[config.mk]
export PLATFORM = sky130hd
export DESIGN_NAME = serial_add_ctrl
export DESIGN_NICKNAME = d
export VERILOG_FILES = /design/src/rtl/serial_add_ctrl_pkg.sv /design/src/rtl/serial_add_ctrl_full_adder.sv /design/src/rtl/serial_add_ctrl.sv
export SDC_FILE = /design/constraint.sdc
export NUM_CORES = 1
export LEC_CHECK = 0
export ABC_CLOCK_PERIOD_IN_PS = 2400
export BUFFER_PORTS_ARGS = -buffer_cell sky130_fd_sc_hd__buf_2
export CORE_MARGIN = 8
export CORE_UTILIZATION = 55
export CTS_CLUSTER_DIAMETER = 60
export CTS_CLUSTER_SIZE = 8
export DETAILED_ROUTE_END_ITERATION = 7
export PLACE_DENSITY = 0.81
export SLEW_MARGIN = 5
export SYNTH_ARGS = -nofsm -noshare
export SYNTH_HDL_FRONTEND = slang
export SYNTH_SLANG_ARGS = --single-unit
[constraint.sdc]
create_clock -name clk -period 2.4 [get_ports clk]
set_input_delay 0.48 -clock clk [delete_from_list [all_inputs] [get_ports clk]]
set_output_delay 0.48 -clock clk [all_outputs]
set_load 0.005 [all_outputs]
[src/rtl/serial_add_ctrl_pkg.sv]
// Shared types for the bit-serial add/subtract sequencer: FSM state codes
// and the bit-counter width helper.
package serial_add_ctrl_pkg;

  typedef enum logic [1:0] {
    ST_IDLE = 2'd0,
    ST_RUN  = 2'd1,
    ST_DONE = 2'd2
  } state_e;

  // Counter must be at least one bit even for the narrowest legal WIDTH.
  function automatic int cnt_width(input int width);
    int w;
    w = $clog2(width);
    if (w < 1) begin
      w = 1;
    end else begin
      w = w;
    end
    return w;
  endfunction

endpackage

[src/rtl/serial_add_ctrl_full_adder.sv]
// Single-bit full adder cell, time-shared by serial_add_ctrl across all bit positions.
module full_adder (
  input  logic a,
  input  logic b,
  input  logic cin,
  output logic sum,
  output logic cout
);

  assign sum  = a ^ b ^ cin;
  assign cout = (a & b) | (a & cin) | (b & cin);

endmodule

[src/rtl/serial_add_ctrl.sv]
// Bit-serial add/subtract sequencer: one full_adder cell, WIDTH cycles per op.
// Optional signed-overflow output enabled by defining SERIAL_ADD_OVF_EN.
module serial_add_ctrl
  import serial_add_ctrl_pkg::*;
#(
  parameter int WIDTH = 32
) (
  input  logic             clk,
  input  logic             rst_n,
  input  logic             start_valid,
  output logic             start_ready,
  input  logic [WIDTH-1:0] op_a,
  input  logic [WIDTH-1:0] op_b,
  input  logic             sub,
  input  logic             abort,
  output logic             res_valid,
  input  logic             res_ready,
  output logic [WIDTH-1:0] result,
  output logic             cout
`ifdef SERIAL_ADD_OVF_EN
  ,
  output logic             ovf
`endif
);

  localparam int CW = cnt_width(WIDTH);

  state_e           r_state;
  logic [WIDTH-1:0] r_sa;
  logic [WIDTH-1:0] r_sb;
  logic [WIDTH-1:0] r_result;
  logic [CW-1:0]    r_cnt;
  logic             r_carry;
  logic             r_cout;
  logic             r_start_ready;
  logic             r_res_valid;
`ifdef SERIAL_ADD_OVF_EN
  logic             r_ovf;
`endif

  logic w_sum;
  logic w_cout;
  logic w_last;

  full_adder u_fa (
    .a    (r_sa[0]),
    .b    (r_sb[0]),
    .cin  (r_carry),
    .sum  (w_sum),
    .cout (w_cout)
  );

  assign w_last = (r_cnt == CW'(WIDTH - 1));

  // Sequencer FSM: operand load, serial shift/add, result hold and drain.
  always_ff @(posedge clk or negedge rst_n) begin
    if (!rst_n) begin
      r_state       <= ST_IDLE;
      r_sa          <= '0;
      r_sb          <= '0;
      r_result      <= '0;
      r_cnt         <= '0;
      r_carry       <= 1'b0;
      r_cout        <= 1'b0;
      r_start_ready <= 1'b0;
      r_res_valid   <= 1'b0;
`ifdef SERIAL_ADD_OVF_EN
      r_ovf         <= 1'b0;
`endif
    end else begin
      case (r_state)
        ST_IDLE: begin
          if (start_valid && r_start_ready) begin
            r_sa          <= op_a;
            r_sb          <= sub ? ~op_b : op_b;
            r_carry       <= sub;
            r_cnt         <= '0;
            r_start_ready <= 1'b0;
            r_state       <= ST_RUN;
          end else begin
            r_start_ready <= 1'b1;
          end
        end
        ST_RUN: begin
          if (abort) begin
            r_result      <= '0;
            r_cout        <= 1'b0;
            r_cnt         <= '0;
            r_start_ready <= 1'b1;
            r_state       <= ST_IDLE;
`ifdef SERIAL_ADD_OVF_EN
            r_ovf         <= 1'b0;
`endif
          end else begin
            r_result <= {w_sum, r_result[WIDTH-1:1]};
            r_sa     <= {1'b0, r_sa[WIDTH-1:1]};
            r_sb     <= {1'b0, r_sb[WIDTH-1:1]};
            r_carry  <= w_cout;
            if (w_last) begin
              // r_carry here is the carry into the MSB position.
              r_cout      <= w_cout;
              r_cnt       <= '0;
              r_res_valid <= 1'b1;
              r_state     <= ST_DONE;
`ifdef SERIAL_ADD_OVF_EN
              r_ovf       <= r_carry ^ w_cout;
`endif
            end else begin
              r_cnt <= r_cnt + CW'(1);
            end
          end
        end
        ST_DONE: begin
          if (res_ready) begin
            r_res_valid   <= 1'b0;
            r_start_ready <= 1'b1;
            r_state       <= ST_IDLE;
          end else begin
            r_res_valid <= 1'b1;
          end
        end
        default: begin
          r_res_valid   <= 1'b0;
          r_start_ready <= 1'b0;
          r_state       <= ST_IDLE;
        end
      endcase
    end
  end

  assign start_ready = r_start_ready;
  assign res_valid   = r_res_valid;
  assign result      = r_result;
  assign cout        = r_cout;
`ifdef SERIAL_ADD_OVF_EN
  assign ovf         = r_ovf;
`endif

endmodule

==> results by group, run 1 <==
Timing
  – Setup Viol. Count Final: 0
  – Clock skew: 0.0118 ns
  – Endpoints failing hold: 0
  – Slew at the pin with the worst max-slew slack: 0.565 ns
  – Final Critical Period: 2.23 ns
  – Slew Limit Fails: 0
  – Sum Neg Setup Slack: 0 ns
  – Final setup margin: 0.167 ns
  – RSZ-0062 raised after global routing: no
  – Final period util: 93.1%
  – Worst slew margin: 62.3%
  – Max frequency: 0.448 GHz

Power
  – Design Power: 7660 uW
  – Pleak: 0.00302 uW
  – Worst vdd ir: 816 uV
  – PD cells: 1220 nW/um^2

Die
  – Die area: 13200 um^2
  – IO Count: 105
  – Die X: 115 um
  – Core area: 9640 um^2
  – FP Rows: 36
  – Die height: 115 um
  – Starting Density: 55.8%

GRT
  – Initial antenna violation count: 0
  – First-pass GRT wire length: 16.9 mm
  – Tot GR Track Use: 15.8%
  – Grt ovf: 0
  – Largest net degree at the start of global routing: 55
  – Vias in the first global route: 3530

Critical path
  – Type of destination of the critical path: register
  – Reg2Reg Setup Slack: 0.17 ns
  – Reg-to-reg startpoint: r_state[0]$_DFFE_PN0P_
  – Crit Path Max Fanout: 39
  – CP Capture Point: r_sb[4]$_DFFE_PN0P_
  – Crit path from: r_state[0]$_DFFE_PN0P_
  – Setup Crit Path Kind: register to register
  – Worst reg2reg endpoint: r_sb[4]$_DFFE_PN0P_
  – Startpoint Class: register
  – Worst Reg-to-Reg Cells: 6
  – Arrival @ worst endpoint: 2.48 ns
  – CP required: 2.65 ns

Min path
  – Hold Crit Class: primary input to asynchronous set/reset pin

Cells and area
  – Layout Nets: 594
  – Final Util: 65.0%
  – Layout cells sized above 1: 42.3%
  – P&R area growth vs syn: 16.4%
  – Fill cell total of the finished layout: 773
  – Design area: 6270 um^2
  – # diodes: 0

Routing
  – Vias: 3491
  – # DRC: 0
  – Initial DRT Pass Iterations: 4
  – 1st-iter DRT viols: 197
  – WL final: 10.3 mm
  – Vias per cell: 5.33
  – Post-route ant nets: 0
  – DR WL/cell: 15.8 um

CTS
  – Num CTS Buffers: 9
  – Setup Buffers After CTS: 0
  – Post-cts sizing count: 0
  – Clock sinks: 107
  – Clk slew on worst S/H paths: 0.11 ns
  – CTS tree: built
  – Clock Latency Late Sink: 0.37 ns
  – CTS root buf: clkbuf_8
  – Deepest clock path buffer count: 2
  – Post-CTS Hold Buffers: 0
  – H-Tree Depth: 3

Flow run
  – Max-Cap Viols: 0

Logic synthesis
  – Yosys cell types: 39
  – Seq/Total Area, Yosys: 49.7%
  – Seq cells post-synth: 107
  – Mapped Area: 5380 um^2
  – Syn Nets: 498
  – Syn_area_per_cell: 12.8 um^2
  – Synth Instances: 421
  – Yosys warns: 0

Status
  – Status: finished, final reports clean

Place
  – Pre-CTS WS: 0.201 ns
  – GPL Wtd Cong: 0.828
  – Placed Area: 6040 um^2
  – Port Buffers: 104
  – HPWL after detailed placement: 7.34 mm
## power by group
part	leakage, uW	internal, uW	switching, uW
clock	0.000113	607	645
combinational	0.00155	2080	1490
sequential	0.00135	2460	373
## critical path, stage by stage, from the launching register on
cell	delay, ns
dfrtp_1	0.48
inv_1	0.11
ha_1	0.28
a21boi_2	0.22
a211oi_4	0.33
buf_12	0.31
mux2_1	0.36
## metal layers
| metal | wire length (um) | vias to the layer above | global-route usage [%] | part of all wire, % |
|---|---|---|---|---|
| met1 | 4880 | 1702 | 21.1 | 47 |
| li1 | - | 1685 | - | - |
| met2 | 4840 | 96 | 25.3 | 47 |
| met5 | 0 | - | 0 | 0 |
| met4 | 109 | 0 | 5.08 | 1.1 |
| met3 | 516 | 8 | 3.26 | 5.0 |
## flip-flops by register name (all words and copies together), names as in the netlist
register     flops
r_state          2
r_carry          1
r_cnt            5
r_sb            32
cout             1
r_sa            32
start_ready      1
res_valid        1
result          32
## how the worst min path moves through the flow
stage,cells after the start,end
floorplan,0,cout$_DFFE_PN0P_
global placement,1,r_sb[1]$_DFFE_PN0P_
detailed placement,1,r_sb[2]$_DFFE_PN0P_
CTS,1,r_sb[30]$_DFFE_PN0P_
global route,1,r_sb[17]$_DFFE_PN0P_
finish,1,r_sb[17]$_DFFE_PN0P_
## final cells by class
class                           count  area, um^2  area share, %
Clock buffer                        9         124           1.98
Clock inverter                      7         105           1.68
Inverter                           11        41.3          0.659
Multi-Input combinational cell    274        2500           40.0
Sequential cell                   107        2680           42.7
Tap cell                          133         166           2.66
Timing Repair Buffer              114         648           10.3
## cell families after synthesis
| group | after synthesis | share of synthesized area (%) |
|---|---|---|
| buffers and inverters | 40 | 4.16 |
| flip-flops | 107 | 49.7 |
| XOR/XNOR | 32 | 5.21 |
| adder cells (fa/ha/maj) | 7 | 1.77 |
| multiplexers | 94 | 23.1 |
| AND/OR/NAND/NOR | 57 | 4.79 |
| AO/OA/AOI/OAI | 84 | 11.3 |
## cells in the final DEF (no fill, tap or decap), types with 3 or more instances in the layout
cell	Yosys	final
a22o_1	32	32
nand2_1	36	36
o21ai_0	36	36
buf_12	0	4
mux2_2	36	36
inv_1	10	10
buf_2	17	103
nor2_1	3	3
o2bb2ai_1	3	3
inv_6	0	3
mux2_1	5	5
mux2i_1	3	3
dfrtp_1	107	107
clkbuf_8	0	9
xnor2_1	31	31
ha_1	6	5
buf_4	0	7
mux2_4	50	50
nand3_1	7	7
## synthesized netlist by cell type (all sizes together)
cell type	count	area, um^2
nor3b	1	7.51
fa	1	20.0
clkinv	1	3.75
buf	24	164
nor4bb	1	10.0
and2	1	6.26
a2bb2oi	2	17.5
a21o	1	7.51
mux2i	3	30.0
a22o	32	280
nor3	2	10.0
o32ai	1	8.76
nand2b	2	12.5
or3b	1	11.3
mux2	91	1210
a2111o	1	11.3
inv	10	37.5
nor2	3	11.3
nand2	36	135
and3	1	6.26
nand3	7	35.0
nor2b	2	12.5
dfrtp	107	2680
xor2	1	8.76
ha	6	75.1
o41ai	1	8.76
a21boi	1	11.3
clkbuf	5	18.8
o21ai	36	180
a211oi	2	20.0
a21oi	1	5.00
o32a	2	20.0
o2bb2ai	3	26.3
a32oi	1	8.76
xnor2	31	272
## per-stage QoR
stage / hold WS, ns / cells
finish: 0.0968 / 655
global route: 0.129 / 655
CTS: 0.104 / 655
detailed placement: 0.480 / 639
global placement: 0.469 / 639
floorplan: 0.184 / 421
Note: power is estimated with default switching activity, not from simulation.
==> inputs of run 2 (changes only) <==
--- a/config.mk
+++ b/config.mk
@@ -12,7 +12,7 @@
 export CTS_CLUSTER_DIAMETER = 60
 export CTS_CLUSTER_SIZE = 8
 export DETAILED_ROUTE_END_ITERATION = 7
-export PLACE_DENSITY = 0.81
+export PLACE_DENSITY = 0.8
 export SLEW_MARGIN = 5
 export SYNTH_ARGS = -nofsm -noshare
 export SYNTH_HDL_FRONTEND = slang
==> results by group, run 2 (same netlist as run 1, synthesis figures left out) <==
Status
  – Status: finished, final reports clean

Power
  – Worst vdd ir: 735 uV (-10%)
  – NetSw: 2460 uW (-2.0%)
  – Design Power: 7370 uW (-3.7%)
  – Switching share of power: 33.4% (+0.59 points)
  – Sequential Power Share: 38.5% (+1.5 points)
  – Pleak: 0.00298 uW (-1.2%)
  – Power Internal: 4910 uW (-4.6%)
  – Logic pwr share: 48.0% (+1.3 points)
  – Share of total power in the clock network: 13.4% (-2.9 points)
  – PD cells: 1190 nW/um^2 (-2.5%)

Critical path
  – Worst Path Buf+Inv: 2 (unchanged)
  – Startpoint Class: register
  – Top Family by Delay on Critical Path: compound AO/OA/AOI/OAI gates
  – Reg-to-reg startpoint: r_state[0]$_DFFE_PN0P_
  – Crit Path Max Fanout: 65 (+67%)
  – Worst Reg-to-Reg Cells: 6 (unchanged)
  – Reg2Reg Setup Slack: 0.12 ns (-0.04 ns)
  – Type of destination of the critical path: register
  – Worst reg2reg endpoint: r_sb[3]$_DFFE_PN0P_
  – CP Capture Point: r_sb[3]$_DFFE_PN0P_
  – Crit path from: r_state[0]$_DFFE_PN0P_
  – Arrival @ worst endpoint: 2.52 ns (+0.04 ns)
  – CP Depth: 6 (unchanged)
  – CP required: 2.64 ns (about the same)
  – Setup Crit Path Kind: register to register
  – Critical Path Max Stage Delay: 0.46 ns (-0.02 ns)
  – Crit path cell chain: inv_1 > ha_1 > a21boi_2 > a211oi_4 > buf_12 > mux2_1
  – Crit-path slowest cell: dfrtp_1

Cells and area
  – Layout Nets: 595 (+0.17%)
  – # diodes: 0 (unchanged)
  – Fill cell total of the finished layout: 774 (+0.13%)
  – Most frequent cells in the layout: dfrtp_1 (107), buf_2 (103), mux2_4 (50)
  – Most common cell after layout, fill and taps aside: dfrtp_1
  – Layout cells sized above 1: 42.0% (-0.38 points)
  – P&R area growth vs syn: 15.0%

GRT
  – Grt ovf: 0 (unchanged)
  – Vias in the first global route: 3743 (+6.0%)
  – First-pass GRT wire length: 17.9 mm (+6.0%)
  – Tot GR Track Use: 16.8% (+1.0 points)
  – Initial antenna violation count: 0 (unchanged)
  – Largest net degree at the start of global routing: 66 (+20%)

Routing
  – WL final: 10.6 mm (+2.7%)
  – Vias per cell: 5.33 (about the same)
  – Initial DRT Pass Iterations: 4 (unchanged)
  – # DRC: 0 (unchanged)
  – Post-route ant nets: 0 (unchanged)
  – 1st-iter DRT viols: 281 (+43%)
  – Vias: 3492 (+0.029%)
  – DR WL/cell: 16.2 um (+2.7%)

Flow run
  – Max-Cap Viols: 0 (unchanged)

Die
  – FP Rows: 36 (unchanged)
  – IO Count: 105 (unchanged)
  – Die X: 115 um (unchanged)
  – Die area: 13200 um^2 (unchanged)
  – Core area: 9640 um^2 (unchanged)
  – Die height: 115 um (unchanged)
  – Starting Density: 55.8% (unchanged)

CTS
  – Num CTS Buffers: 9 (unchanged)
  – Post-cts sizing count: 0 (unchanged)
  – Clock Latency Late Sink: 0.37 ns (about the same)
  – Setup Buffers After CTS: 0 (unchanged)
  – Post-CTS Hold Buffers: 0 (unchanged)
  – H-Tree Depth: 3 (unchanged)
  – CTS root buf: clkbuf_8
  – Clock sinks: 107 (unchanged)
  – CTS tree: built
  – Deepest clock path buffer count: 2 (unchanged)
  – Clk slew on worst S/H paths: 0.09 ns (-0.02 ns)

Timing
  – Setup Viol. Count Final: 0 (unchanged)
  – Sum Neg Setup Slack: 0 ns (unchanged)
  – Endpoints failing hold: 0 (unchanged)
  – Final setup margin: 0.124 ns (-0.0426 ns)
  – Slew at the pin with the worst max-slew slack: 0.593 ns (+0.0275 ns)
  – RSZ-0062 raised after global routing: no
  – Final period util: 94.8% (+1.8 points)
  – Clock skew: 0.0160 ns (+0.00417 ns)
  – Slew Limit Fails: 0 (unchanged)
  – Max frequency: 0.439 GHz (-1.9%)
  – Worst slew margin: 60.5% (-1.8 points)
  – Final Critical Period: 2.28 ns (+0.0426 ns)

Place
  – GPL Wtd Cong: 0.844 (+1.9%)
  – Pre-CTS WS: 0.149 ns (-0.0527 ns)
  – Port Buffers: 104 (unchanged)
  – HPWL after detailed placement: 7.55 mm (+2.8%)

Min path
  – Hold Crit Class: primary input to asynchronous set/reset pin
-- run 2: changes by cell type in the layout (fill, tap and decap cells not counted), sizes merged --
cell / previous run / this run
clkbuf: 9 / 12
inv: 14 / 11
bufinv: 2 / 0
buf: 114 / 115
clkinvlp: 1 / 2
-- run 2: worst min-delay path by stage --
stage / start / endpoint
after floorplan: rst_n / cout$_DFFE_PN0P_
after global placement: r_sb[4]$_DFFE_PN0P_ / r_sb[4]$_DFFE_PN0P_
after detailed placement: r_sb[0]$_DFFE_PN0P_ / r_sb[0]$_DFFE_PN0P_
after CTS: rst_n / result[22]$_DFFE_PN0P_
after global routing: rst_n / start_ready$_DFFE_PN0P_
final: rst_n / result[21]$_DFFE_PN0P_
-- run 2: worst reg2reg max path: stages (launching register included) --
cell	delay, ns
dfrtp_1	0.46
inv_1	0.09
ha_1	0.28
a21boi_2	0.23
a211oi_4	0.26
buf_12	0.39
mux2_1	0.45
-- run 2: layout make-up --
cell class,count,area [um^2],share of cell area [%]
flip-flops and latches,107,2680,43.3
clock inverters,3,23.8,0.384
repair buffers,115,631,10.2
well taps,133,166,2.69
clock buffers,12,145,2.35
inverters,11,41.3,0.667
multi-input cells,274,2500,40.5
-- run 2: layer usage --
| layer | global-route usage (%) | vias to the layer above | part of all wire, % |
|---|---|---|---|
| li1 | - | 1678 | - |
| met1 | 22.0 | 1722 | 46 |
| met2 | 26.7 | 86 | 47 |
| met3 | 4.04 | 6 | 5.6 |
| met4 | 6.04 | 0 | 1.0 |
| met5 | 0 | - | 0 |
-- run 2: power groups by stage --
stage	Clock (uW)	Combinational [uW]	Sequential (uW)
detailed placement	0	3570	2850
CTS	1030	3580	2830
floorplan	0	3090	2730
global route	1100	3860	2910
global placement	0	3420	2820
finish	991	3540	2840
-- run 2: through the flow --
stage               cells  hold WS (ns)  area, um^2  utilization, %
finish                655         0.117        6190            64.2
global placement      640         0.470        6020            62.4
detailed placement    640         0.481        6020            62.4
global route          655         0.155        6190            64.2
CTS                   655         0.124        6190            64.2
floorplan             421         0.184        5380               -
==> inputs of run 3 (changes only) <==
--- a/config.mk
+++ b/config.mk
@@ -6,7 +6,7 @@
 export NUM_CORES = 1
 export LEC_CHECK = 0
 export ABC_CLOCK_PERIOD_IN_PS = 2400
-export BUFFER_PORTS_ARGS = -buffer_cell sky130_fd_sc_hd__buf_2
+export BUFFER_PORTS_ARGS = -buffer_cell sky130_fd_sc_hd__clkbuf_2
 export CORE_MARGIN = 8
 export CORE_UTILIZATION = 55
 export CTS_CLUSTER_DIAMETER = 60
==> results by group, run 3 (same netlist as run 1, synthesis figures left out) <==
Status
  – Status: finished, final reports clean

Critical path
  – Type of destination of the critical path: register
  – Setup Crit Path Kind: register to register
  – Arrival @ worst endpoint: 2.55 ns (+0.03 ns)
  – Crit Path Max Fanout: 65 (unchanged)
  – Startpoint Class: register
  – CP required: 2.65 ns (about the same)

Routing
  – Post-route ant nets: 0 (unchanged)
  – 1st-iter DRT viols: 219 (-22%)
  – Initial DRT Pass Iterations: 6 (+2)
  – WL final: 10.4 mm (-2.3%)
  – # DRC: 0 (unchanged)
  – Vias per cell: 5.38 (+0.83%)
  – DR WL/cell: 15.9 um (-2.3%)
  – Vias: 3521 (+0.83%)

Cells and area
  – Most common cell after layout, fill and taps aside: dfrtp_1
  – Most frequent cells in the layout: dfrtp_1 (107), clkbuf_2 (103), mux2_4 (50)
  – P&R area growth vs syn: 15.5%
  – Design area: 6220 um^2 (+0.46%)
  – Final Util: 64.5% (+0.30 points)
  – Layout Nets: 594 (-0.17%)
  – # diodes: 0 (unchanged)
  – Fill cell total of the finished layout: 758 (-2.1%)
  – Cell Count, Final, Fillers Out: 655 (unchanged)
  – Layout cells sized above 1: 42.1% (+0.19 points)

CTS
  – H-Tree Depth: 3 (unchanged)
  – Setup Buffers After CTS: 0 (unchanged)
  – CTS tree: built
  – Num CTS Buffers: 9 (unchanged)
  – Clk slew on worst S/H paths: 0.11 ns (+0.02 ns)
  – CTS root buf: clkbuf_8
  – Clock sinks: 107 (unchanged)
  – Post-cts sizing count: 0 (unchanged)
  – Deepest clock path buffer count: 2 (unchanged)
  – Clock Latency Late Sink: 0.36 ns (about the same)
  – Post-CTS Hold Buffers: 0 (unchanged)

Timing
  – Slew at the pin with the worst max-slew slack: 0.481 ns (-0.112 ns)
  – Worst slew margin: 68.0% (+7.5 points)
  – Setup Viol. Count Final: 0 (unchanged)
  – Final period util: 95.9% (+1.0 points)
  – Sum Neg Setup Slack: 0 ns (unchanged)
  – Clock skew: 0.0137 ns (-0.00227 ns)
  – Slew Limit Fails: 0 (unchanged)
  – Final Critical Period: 2.30 ns (+0.0247 ns)
  – Endpoints failing hold: 0 (unchanged)
  – RSZ-0062 raised after global routing: no
  – Max frequency: 0.435 GHz (-1.1%)

Flow run
  – Max-Cap Viols: 0 (unchanged)

GRT
  – Grt ovf: 0 (unchanged)
  – Vias in the first global route: 3773 (+0.80%)
  – Initial antenna violation count: 0 (unchanged)
  – Largest net degree at the start of global routing: 66 (unchanged)
  – Tot GR Track Use: 16.7% (-0.16 points)
  – First-pass GRT wire length: 17.9 mm (about the same)

Die
  – FP Rows: 36 (unchanged)
  – Core area: 9640 um^2 (unchanged)
  – Starting Density: 55.8% (unchanged)
  – Die height: 115 um (unchanged)
  – IO Count: 105 (unchanged)
  – Die area: 13200 um^2 (unchanged)
  – Die X: 115 um (unchanged)

Place
  – HPWL after detailed placement: 7.34 mm (-2.8%)
  – Placed cells: 639 (-0.16%)
  – GPL Wtd Cong: 0.851 (+0.92%)
  – Port Buffers: 104 (unchanged)
  – Placed Area: 6020 um^2 (about the same)

Power
  – Design Power: 7460 uW (+1.2%)
  – Pleak: 0.00298 uW (about the same)
  – PD cells: 1200 nW/um^2 (+0.69%)
  – Worst vdd ir: 686 uV (-6.6%)

Min path
  – Hold Crit Class: primary input to asynchronous set/reset pin
-- run 3: cell types whose count changed in the layout (fill, tap and decap cells not counted), moves of 2 or more --
cell / delta
clkinv_2: +2
buf_4: -2
buf_2: -103
clkbuf_2: +103
-- run 3: power breakdown --
part / internal (uW) / switching [uW]
clock: 486 / 600
sequential: 2460 / 375
combinational: 2050 / 1480
-- run 3: layout make-up --
class	instances	area, um^2	area share [%]
flip-flops and latches	107	2680	43.1
multi-input cells	274	2500	40.3
repair buffers	114	636	10.2
well taps	133	166	2.68
clock buffers	10	128	2.05
clock inverters	6	65.1	1.05
inverters	11	41.3	0.664
-- run 3: layer usage --
| metal | global-route usage, % | up-vias | wire (um) |
|---|---|---|---|
| li1 | - | 1675 | - |
| met4 | 5.95 | 0 | 137 |
| met3 | 3.47 | 10 | 556 |
| met1 | 21.8 | 1749 | 4860 |
| met2 | 26.9 | 87 | 4820 |
| met5 | 0 | - | 0 |
-- run 3: worst paths after layout --
kind	slack (ns)	to	from	cells past startpoint
max in group asynchronous	1.70	result[3]$_DFFE_PN0P_	rst_n	2
min reg2reg	0.50	r_sb[4]$_DFFE_PN0P_	r_sb[4]$_DFFE_PN0P_	1
min	0.03	result[25]$_DFFE_PN0P_	rst_n	1
max reg2reg	0.1	r_sa[26]$_DFFE_PN0P_	r_state[0]$_DFFE_PN0P_	6
max	0.1	r_sa[26]$_DFFE_PN0P_	r_state[0]$_DFFE_PN0P_	6
min in group clk	0.34	r_sa[31]$_DFFE_PN0P_	op_a[31]	2
-- run 3: through the flow --
| step | hold slack, ns | setup slack, ns |
|---|---|---|
| after floorplan | 0.184 | 0.508 |
| after global placement | 0.427 | 0.242 |
| after detailed placement | 0.435 | 0.139 |
| after CTS | 0.0359 | 0.129 |
| after global routing | 0.0415 | 0.0143 |
| final | 0.0299 | 0.0993 |
-- run 3: worst max-delay path: stages, from the launching register on --
cell and delay [ns]:
dfrtp_1 0.45, inv_1 0.11, ha_1 0.29, a21boi_2 0.23
a211oi_4 0.27, buf_12 0.39, mux2_2 0.39
